### src/rtl/serial_adder_ctrl_if.sv
// Handshake and operand/result bundle between an operand source and the
// bit-serial adder. The source drives start and the operands. The adder
// returns the registered result together with busy/done status.
interface serial_adder_ctrl_if #(
    parameter int WIDTH = 4
);
    logic             start;
    logic [WIDTH-1:0] A;
    logic [WIDTH-1:0] B;
    logic             C_in;
    logic [WIDTH-1:0] Sum;
    logic             C_out;
    logic             Ovf;
    logic             busy;
    logic             done;

    // Operand source side: issues requests and consumes results
    modport master (
        output start, A, B, C_in,
        input  Sum, C_out, Ovf, busy, done
    );

    // Adder side: accepts requests and produces results
    modport slave (
        input  start, A, B, C_in,
        output Sum, C_out, Ovf, busy, done
    );
endinterface

### src/rtl/serial_adder_ctrl.sv
// Bit-serial WIDTH-bit adder. It feeds one operand bit pair per clock, LSB
// first, through a single 1-bit FullAdder cell. The carry is kept in a
// flip-flop between bits, and the sum bits are collected in a shift register.
// Results are registered and change only when an addition completes or when
// the block is reset.

// Combinational 1-bit full adder cell
module FullAdder (
    input  logic a_i,
    input  logic b_i,
    input  logic cIn_i,
    output logic s_o,
    output logic cOut_o
);
    assign s_o    = a_i ^ b_i ^ cIn_i;
    assign cOut_o = (a_i & b_i) | (cIn_i & (a_i ^ b_i));
endmodule

module serial_adder_ctrl #(
    parameter int WIDTH = 4
) (
    input  logic             clk,
    input  logic             rst_n,
    serial_adder_ctrl_if.slave bus
);
    // The counter only needs to reach WIDTH-1.
    localparam int CntW = (WIDTH > 2) ? $clog2(WIDTH) : 1;

    typedef enum logic [1:0] {
        IDLE  = 2'd0,
        SHIFT = 2'd1,
        DONE  = 2'd2
    } stateT;

    stateT state_q, state_d;

    // Operand shift registers. Bit 0 always holds the pair being added.
    logic [WIDTH-1:0] aSr_q, aSr_d;
    logic [WIDTH-1:0] bSr_q, bSr_d;

    // Only WIDTH-1 sum bits need storage. The MSB comes straight from the
    // cell on the last edge.
    logic [WIDTH-2:0] sSr_q, sSr_d;

    logic             carry_q, carry_d;
    logic             cMsb_q, cMsb_d;
    logic [CntW-1:0]  cnt_q, cnt_d;

    logic [WIDTH-1:0] sum_q, sum_d;
    logic             cOut_q, cOut_d;
    logic             ovf_q, ovf_d;

    logic             faS;
    logic             faCo;
    logic             inShift;
    logic             lastBit;
    logic             msbCarryBit;
    logic             busyComb;
    logic             doneComb;

    FullAdder faCell (
        .a_i    (aSr_q[0]),
        .b_i    (bSr_q[0]),
        .cIn_i  (carry_q),
        .s_o    (faS),
        .cOut_o (faCo)
    );

    assign inShift     = (state_q == SHIFT);
    assign lastBit     = inShift && (cnt_q == CntW'(WIDTH - 1));
    assign msbCarryBit = inShift && (cnt_q == CntW'(WIDTH - 2));

    // Control state register. Reset drops any operation in flight back to IDLE.
    always_ff @(posedge clk or negedge rst_n) begin
        if (!rst_n) begin
            state_q <= IDLE;
        end else begin
            state_q <= state_d;
        end
    end

    // Next-state logic. start is honoured only in IDLE, and DONE always lasts
    // one cycle.
    always_comb begin
        state_d = state_q;
        case (state_q)
            IDLE:    if (bus.start) state_d = SHIFT;
            SHIFT:   if (lastBit)   state_d = DONE;
            DONE:    state_d = IDLE;
            default: state_d = IDLE;
        endcase
    end

    // Status outputs are a pure decode of the current state.
    always_comb begin
        busyComb = 1'b0;
        doneComb = 1'b0;
        case (state_q)
            SHIFT:   busyComb = 1'b1;
            DONE:    doneComb = 1'b1;
            default: begin
                busyComb = 1'b0;
                doneComb = 1'b0;
            end
        endcase
    end

    // Datapath next values. Operands are latched on an accepted start. Each
    // SHIFT edge consumes one bit pair, and the result registers load only
    // on the final bit.
    always_comb begin
        aSr_d   = aSr_q;
        bSr_d   = bSr_q;
        sSr_d   = sSr_q;
        carry_d = carry_q;
        cMsb_d  = cMsb_q;
        cnt_d   = cnt_q;
        sum_d   = sum_q;
        cOut_d  = cOut_q;
        ovf_d   = ovf_q;

        if (state_q == IDLE && bus.start) begin
            aSr_d   = bus.A;
            bSr_d   = bus.B;
            carry_d = bus.C_in;
            cnt_d   = '0;
        end else if (inShift) begin
            aSr_d   = aSr_q >> 1;
            bSr_d   = bSr_q >> 1;
            sSr_d   = (sSr_q >> 1) | ((WIDTH - 1)'(faS) << (WIDTH - 2));
            carry_d = faCo;
            cnt_d   = cnt_q + CntW'(1);
            if (msbCarryBit) begin
                cMsb_d = faCo;
            end
            if (lastBit) begin
                sum_d  = {faS, sSr_q};
                cOut_d = faCo;
                ovf_d  = faCo ^ cMsb_q;
            end
        end
    end

    // Datapath registers. Everything clears on reset, so an aborted addition
    // leaves no trace.
    always_ff @(posedge clk or negedge rst_n) begin
        if (!rst_n) begin
            aSr_q   <= '0;
            bSr_q   <= '0;
            sSr_q   <= '0;
            carry_q <= 1'b0;
            cMsb_q  <= 1'b0;
            cnt_q   <= '0;
            sum_q   <= '0;
            cOut_q  <= 1'b0;
            ovf_q   <= 1'b0;
        end else begin
            aSr_q   <= aSr_d;
            bSr_q   <= bSr_d;
            sSr_q   <= sSr_d;
            carry_q <= carry_d;
            cMsb_q  <= cMsb_d;
            cnt_q   <= cnt_d;
            sum_q   <= sum_d;
            cOut_q  <= cOut_d;
            ovf_q   <= ovf_d;
        end
    end

    assign bus.Sum   = sum_q;
    assign bus.C_out = cOut_q;
    assign bus.Ovf   = ovf_q;
    assign bus.busy  = busyComb;
    assign bus.done  = doneComb;
endmodule

### src/flat_wrapper.sv
// flat-port wrapper written by rule: the top's interface ports become plain ports
module serial_adder_ctrl_flat 
#(
    parameter int WIDTH = 4
)
  (clk, rst_n, bus_start, bus_A, bus_B, bus_C_in, bus_Sum, bus_C_out, bus_Ovf, bus_busy, bus_done);
  serial_adder_ctrl_if #(.WIDTH(WIDTH)) bus_i ();
  input  logic clk;
  input  logic rst_n;
  input wire logic [$bits(bus_i.start)-1:0] bus_start;
  input wire logic [$bits(bus_i.A)-1:0] bus_A;
  input wire logic [$bits(bus_i.B)-1:0] bus_B;
  input wire logic [$bits(bus_i.C_in)-1:0] bus_C_in;
  output wire logic [$bits(bus_i.Sum)-1:0] bus_Sum;
  output wire logic [$bits(bus_i.C_out)-1:0] bus_C_out;
  output wire logic [$bits(bus_i.Ovf)-1:0] bus_Ovf;
  output wire logic [$bits(bus_i.busy)-1:0] bus_busy;
  output wire logic [$bits(bus_i.done)-1:0] bus_done;
  assign bus_i.start = bus_start;
  assign bus_i.A = bus_A;
  assign bus_i.B = bus_B;
  assign bus_i.C_in = bus_C_in;
  assign bus_Sum = bus_i.Sum;
  assign bus_C_out = bus_i.C_out;
  assign bus_Ovf = bus_i.Ovf;
  assign bus_busy = bus_i.busy;
  assign bus_done = bus_i.done;
  serial_adder_ctrl #(.WIDTH(WIDTH)) u_core (.clk(clk), .rst_n(rst_n), .bus(bus_i));
endmodule
### config.mk
export PLATFORM = sky130hd
export DESIGN_NAME = serial_adder_ctrl_flat
export DESIGN_NICKNAME = d
export VERILOG_FILES = /design/src/rtl/serial_adder_ctrl_if.sv /design/src/rtl/serial_adder_ctrl.sv /design/src/flat_wrapper.sv
export SDC_FILE = /design/constraint.sdc
export NUM_CORES = 1
export LEC_CHECK = 0
export BUFFER_PORTS_ARGS = -buffer_cell sky130_fd_sc_hd__buf_2
export CORE_MARGIN = 4
export CORE_UTILIZATION = 53
export CTS_BUF_LIST = sky130_fd_sc_hd__clkbuf_16
export CTS_CLUSTER_DIAMETER = 50
export DETAILED_ROUTE_END_ITERATION = 12
export GPL_TIMING_DRIVEN = 0
export PLACE_DENSITY = 0.77
export SYNTH_ARGS = -nofsm -noshare
export SYNTH_HDL_FRONTEND = slang
export SYNTH_HIERARCHICAL = 1
export SYNTH_SLANG_ARGS = --single-unit
export TNS_END_PERCENT = 1
### constraint.sdc
create_clock -name clk -period 1.8 [get_ports clk]
set_clock_uncertainty 0.05 [all_clocks]
set_input_delay 0.36 -clock clk [delete_from_list [all_inputs] [get_ports clk]]
set_output_delay 0.36 -clock clk [all_outputs]
set_load 0.02 [all_outputs]
==> flow_summary.yaml, run 1 <==
floorplanning:
  fp-row-count: 15
  core_um2: 1802
  pin_count: 20
  die_x_um: 52.67
  start_util_pct: 58.68
  die_y_um: 52.67
  dieArea_um2: 2774
timing:
  drv_slew: 0
  worstMarginPinSlew_ns: 0.5181
  grt_setup_unrepaired: "no"
  final_period_minus_worst_setup_slack_ns: 1.637
  post-route-period-util_pct: 90.94
  fmax_mhz: 610.9
  setup_viol: 0
  final.setup.tns_ns: 0
  relSlewSlack_pct: 65.46
  finalHoldViolCount: 0
final_layout:
  fin_nets: 133
  layout_commonest_cell: "dfrtp_1"
  insertedDiodeCount: 0
  layout-drive-gt1-share_pct: 32.48
  syn_to_final_growth_pct: 19.53
  layout_common_cells: "dfrtp_1 (23), buf_2 (21), nand2_1 (14)"
cts:
  cts_hold_buffers: 0
  post_cts_buffers: 0
  cts_tree: "done"
  cts_made_buffers: 3
  cts_resized: 0
  clk-insertion-delay-late_ns: 0.25
  clockBufferDepth: 2
  clock-sinks: 23
  htreeDepth: 1
  root_buffer: "clkbuf_16"
  clk_pin_slew_ns: 0.06
synth:
  synth_cell_type_count: 23
  syn_nets: 109
  synth_area_um2: 1057
  ys_seq_area_share_pct: 54.44
  synth.ff_latch_count: 23
  synth_warnings: 6
  postSynthCellCount: 94
  avgSynthCellArea_um2: 11.25
worst_setup_path:
  startpoint_type: "register"
  cp_num_buf_inv: 3
  critPathTopFamily: "buffers and inverters"
  cp-end-kind: "output pin"
  arrival_ns: 1.23
  crit_slowest_cell: "dfrtp_1"
  crit_path_cell_trace: "buf_6 > buf_2 > nor2_1 > buf_2"
  worstPathRequired_ns: 1.39
  cp_slowest_stage_delay_ns: 0.37
  worst_path_most_repeated_cell: "buf_2"
  crit_type: "reg -> out"
  crit_fanout: 10
grt:
  track_usage_pct: 17.69
  grt_pass1_wl_um: 3519
  antenna_found_initial: 0
  grt_remaining_overflow: 0
  grt_pass1_vias: 757
  grt_max_degree: 24
pwr:
  ir_drop_uv: 1218
  finalPower_mw: 2.498
  powerDensity_nw_per_um2: 1977
  leakage_nw: 0.6110
detailed_routing:
  vias: 761
  drc: 0
  dr.pass1.iters: 3
  drtIter0Drc: 14
  totalWireLength_um: 2111
  via_per_inst: 5.359
  antenna_left: 0
  wire_per_inst_um: 14.87
flow_run:
  cap_violations: 0
placement:
  io_buffers: 19
  hpwlAfterDp_um: 1490
  gp_congestion: 0.7362
status:
  status: "finished, final reports clean"
min_path:
  holdCritPathClass: "in -> async"
## synth_stat cells
| library cell | n | area [um^2] |
|---|---|---|
| o31ai_1 | 1 | 7.510 |
| inv_1 | 5 | 18.77 |
| o32ai_1 | 6 | 52.55 |
| inv_2 | 1 | 3.750 |
| o21bai_1 | 1 | 7.510 |
| nand2b_4 | 1 | 13.76 |
| a21oi_1 | 2 | 10.01 |
| fa_1 | 1 | 20.02 |
| xnor2_1 | 1 | 8.760 |
| buf_2 | 2 | 10.01 |
| mux2_2 | 6 | 67.56 |
| o22ai_1 | 6 | 37.54 |
| buf_6 | 2 | 22.52 |
| or2_1 | 1 | 6.260 |
| nand2_1 | 14 | 52.55 |
| nor2_1 | 8 | 30.03 |
| o32ai_2 | 1 | 16.27 |
| o21ai_0 | 5 | 25.02 |
| buf_4 | 1 | 7.510 |
| ha_1 | 2 | 25.02 |
| dfrtp_1 | 23 | 575.6 |
| nand3b_4 | 1 | 20.02 |
| nand2b_1 | 3 | 18.77 |
## area by class of cell
cell class / instances / area, um^2
multi-input cells: 60 / 419.2
inverters: 6 / 22.52
flip-flops and latches: 23 / 575.6
clock inverters: 1 / 5.005
plain buffers: 5 / 40.04
repair buffers: 19 / 95.09
clock buffers: 3 / 75.07
fillers: 147 / 538.0
well taps: 25 / 31.28
## power by group
group | switching, mW | internal [mW]
clock network | 0.175 | 0.298
registers | 0.177 | 0.766
logic | 0.608 | 0.474
total | 0.960 | 1.54
## flip-flops by register name (all words and copies together), names as in the netlist
name	count
u_core/aSr_q	4
u_core/bSr_q	4
u_core/bus.Sum	4
u_core/sSr_q	3
u_core/cnt_q	2
u_core/state_q	2
u_core/bus.C_out	1
u_core/bus.Ovf	1
u_core/cMsb_q	1
u_core/carry_q	1
## cell families (layout without fill, tap and decap cells)
logic type,after synthesis,in the layout,synth area share (%)
buffers and inverters,11,34,5.917
XOR/XNOR,1,1,0.8286
adder cells (fa/ha/maj),3,3,4.260
multiplexers,6,6,6.390
AND/OR/NAND/NOR,28,28,13.37
flip-flops,23,23,54.44
AO/OA/AOI/OAI,22,22,14.79
## worst paths after layout
kind,from,end,slack [ns],cells past startpoint
max,u_core/state_q[0],bus_done,0.16,4
min,rst_n,u_core/bSr_q[2],0.03,1
max reg2reg,u_core/aSr_q[0],u_core/cMsb_q,0.41,2
min reg2reg,u_core/sSr_q[0],u_core/sSr_q[0],0.42,2
max in group asynchronous,rst_n,u_core/sSr_q[1],1.33,1
min in group clk,bus_B[3],u_core/bSr_q[3],0.30,3
## per-layer routing
layer / vias up / part of all wire, % / wire length [um] / GRT usage [%]
met2: 13 / 49 / 1029 / 30.37
met4: 0 / 0.62 / 13 / 4.681
met1: 371 / 46 / 977 / 22.43
met5: - / 0 / 0 / 0
met3: 2 / 4.2 / 89 / 3.704
li1: 375 / - / - / -
## per-stage QoR
step	area, um^2	utilization, %	worst slack [ns]	cells	hold WS, ns
detailed placement	1184	65.69	0.4055	138	0.3132
global placement	1184	65.69	0.4517	138	0.3039
CTS	1264	70.14	0.1547	142	0.04096
floorplan	1057	-	0.4366	94	0.01441
finish	1264	70.14	0.1632	142	0.03052
global route	1264	70.14	0.09333	142	0.06440
Note: power is estimated with default switching activity, not from simulation.
==> run 2: changes to the inputs <==
--- a/config.mk
+++ b/config.mk
@@ -5,14 +5,14 @@
 export SDC_FILE = /design/constraint.sdc
 export NUM_CORES = 1
 export LEC_CHECK = 0
+export ABC_AREA = 1
 export BUFFER_PORTS_ARGS = -buffer_cell sky130_fd_sc_hd__buf_2
 export CORE_MARGIN = 4
 export CORE_UTILIZATION = 53
 export CTS_BUF_LIST = sky130_fd_sc_hd__clkbuf_16
 export CTS_CLUSTER_DIAMETER = 50
 export DETAILED_ROUTE_END_ITERATION = 12
-export GPL_TIMING_DRIVEN = 0
-export PLACE_DENSITY = 0.77
+export PLACE_DENSITY = 0.76
 export SYNTH_ARGS = -nofsm -noshare
 export SYNTH_HDL_FRONTEND = slang
 export SYNTH_HIERARCHICAL = 1
==> flow_summary.yaml, run 2 <==
pwr:
  leakage_nw: 0.6885
  comb_power_share_pct: 38.8
  internal_power_mw: 1.319
  switchingPower_mw: 0.8812
  powerDensity_nw_per_um2: 1707
  pwr-share-clk_pct: 21.2
  ir_drop_uv: 1230
  seqPwrFrac_pct: 40.0
  swShare_pct: 40.05
grt:
  track_usage_pct: 17.59
  grt_remaining_overflow: 0
  grt_pass1_vias: 817
  antenna_found_initial: 0
  grt_pass1_wl_um: 3574
  grt_max_degree: 24
floorplanning:
  start_util_pct: 56.69
  die_y_um: 54.04
  fp-row-count: 16
  core_um2: 1982
  die_x_um: 54.04
  pin_count: 20
  dieArea_um2: 2920
detailed_routing:
  dr.max_layer_used: "met4"
  drc: 0
  via_per_inst: 5.105
  antenna_left: 0
  totalWireLength_um: 1967
  drtIter0Drc: 10
  met2_length_um: 917
  wl_met3_um: 109
  wl_met1_um: 917
  dr.pass1.iters: 4
  vias: 827
  wire_per_inst_um: 12.14
cts:
  cts_hold_buffers: 0
  post_cts_buffers: 0
  clockBufferDepth: 2
  root_buffer: "clkbuf_16"
  htreeDepth: 1
  cts_tree: "done"
  clk-insertion-delay-late_ns: 0.25
  cts_made_buffers: 3
  clk_pin_slew_ns: 0.06
  clock-sinks: 23
  cts_resized: 0
flow_run:
  cap_violations: 0
final_layout:
  layout_commonest_cell: "nand2_1"
  fin_nets: 151
  layout_common_cells: "nand2_1 (37), dfrtp_1 (23), buf_2 (19)"
  nFillCells: 157
  syn_to_final_growth_pct: 14.70
  layout-drive-gt1-share_pct: 32.59
  insertedDiodeCount: 0
  instances_no_fill: 162
  fin_area_um2: 1289
  fin_util_pct: 65.03
worst_setup_path:
  crit_slowest_cell: "dfrtp_1"
  cp-end-kind: "output pin"
  startpoint_type: "register"
  crit_start: "u_core/state_q[0]"
  r2r_start: "u_core/aSr_q[0]"
  crit_path_cell_trace: "inv_2 > nor2_4 > buf_2"
  worstPathRequired_ns: 1.39
  cp_slowest_stage_delay_ns: 0.49
  crit_fanout: 6
  crit_type: "reg -> out"
  arrival_ns: 1.12
timing:
  grt_setup_unrepaired: "no"
  finalHoldViolCount: 0
  setup_viol: 0
  drv_slew: 0
  final_period_minus_worst_setup_slack_ns: 1.534
  post-route-period-util_pct: 85.22
  relSlewSlack_pct: 65.67
  final.setup.tns_ns: 0
  worstMarginPinSlew_ns: 0.5149
  fmax_mhz: 651.9
synth:
  ys.flop_type: "dfrtp_1"
  synth_area_um2: 1124
  synth_cell_type_count: 19
  async_flop_share_pct: 100.0
  syn_nets: 130
  synth_warnings: 6
  synthTopCellsByArea: "dfrtp_1 (51%), nand2_1 (12%), nand3_2 (8.9%), nand3_1 (7.1%), ha_1 (2.2%)"
  synth_largest_area_cell: "dfrtp_1"
  avgSynthCellArea_um2: 9.770
  yosysMostFrequentCell: "nand2_1"
  synth.top_cell.area_share_pct: 51.22
  synth_edf_count: 0
  postSynthCellCount: 115
  synth.ff_latch_count: 23
  yosys-top-cells-count: "nand2_1 (37), dfrtp_1 (23), nand3_1 (16), nand3_2 (10), nor2_1 (5)"
  ys_seq_area_share_pct: 51.22
placement:
  placed_area_um2: 1209
  placed_cells_incl_taps: 158
  io_buffers: 19
  gp_congestion: 0.7940
  hpwlAfterDp_um: 1443
min_path:
  holdCritPathClass: "in -> async"
status:
  status: "finished, final reports clean"
-- run 2: worst max-delay path, delay by kind of cell, from the launching register on --
family / cells / cell delay (ns)
flops: 1 / 0.49
simple gates: 1 / 0.12
buf+inv: 2 / 0.26
-- run 2: metrics by stage --
step | setup WS (ns) | hold slack, ns | power (mW)
finish | 0.2660 | 0.02944 | 2.200
global route | 0.2037 | 0.06844 | 2.386
CTS | 0.2482 | 0.04208 | 2.225
detailed placement | 0.4659 | 0.3076 | 1.743
global placement | 0.5066 | 0.3057 | 1.713
floorplan | 0.5393 | 0.01441 | 1.581
-- run 2: final timing paths --
path	end	slack, ns	depth (start not counted)
max in group asynchronous	u_core/aSr_q[1]	1.33	1
worst min register to register	u_core/bus.Sum[1]	0.42	2
worst min-delay path	u_core/cnt_q[0]	0.03	1
worst max-delay path	bus_busy	0.27	3
worst max register to register	u_core/bus.Ovf	0.45	6
min in group clk	u_core/aSr_q[3]	0.25	3
-- run 2: per-layer routing --
metal	up-vias	GRT usage [%]
li1	410	-
met1	395	22.24
met2	20	28.63
met3	2	3.324
met4	0	8.714
met5	-	0
-- run 2: logic make-up (layout without fill, tap and decap cells) --
family / count (synthesis) / after routing / synth area share, %
AOI/OAI and AO/OA: 5 / 5 / 2.784
adders and majority gates: 3 / 3 / 4.009
buffers and inverters: 10 / 30 / 6.793
DFF: 23 / 23 / 51.22
and+or+nand+nor: 74 / 74 / 35.19
-- run 2: power groups by stage --
stage                     registers, mW  clock network, mW  logic, mW
final                             0.880              0.467      0.854
after CTS                         0.880              0.479      0.865
after global routing              0.907              0.495      0.984
after global placement            0.872                  0      0.841
after floorplan                   0.933                  0      0.647
after detailed placement          0.889                  0      0.854
-- run 2: final cells by class --
type	instances	area (um^2)	area share, %
multi-input combinational	82	471.7	36.60
tap	27	33.78	2.621
sequential	23	575.6	44.66
timing repair buffer	20	102.6	7.961
inverter	6	25.02	1.942
clock inverter	1	5.005	0.3883
clock buffer	3	75.07	5.825
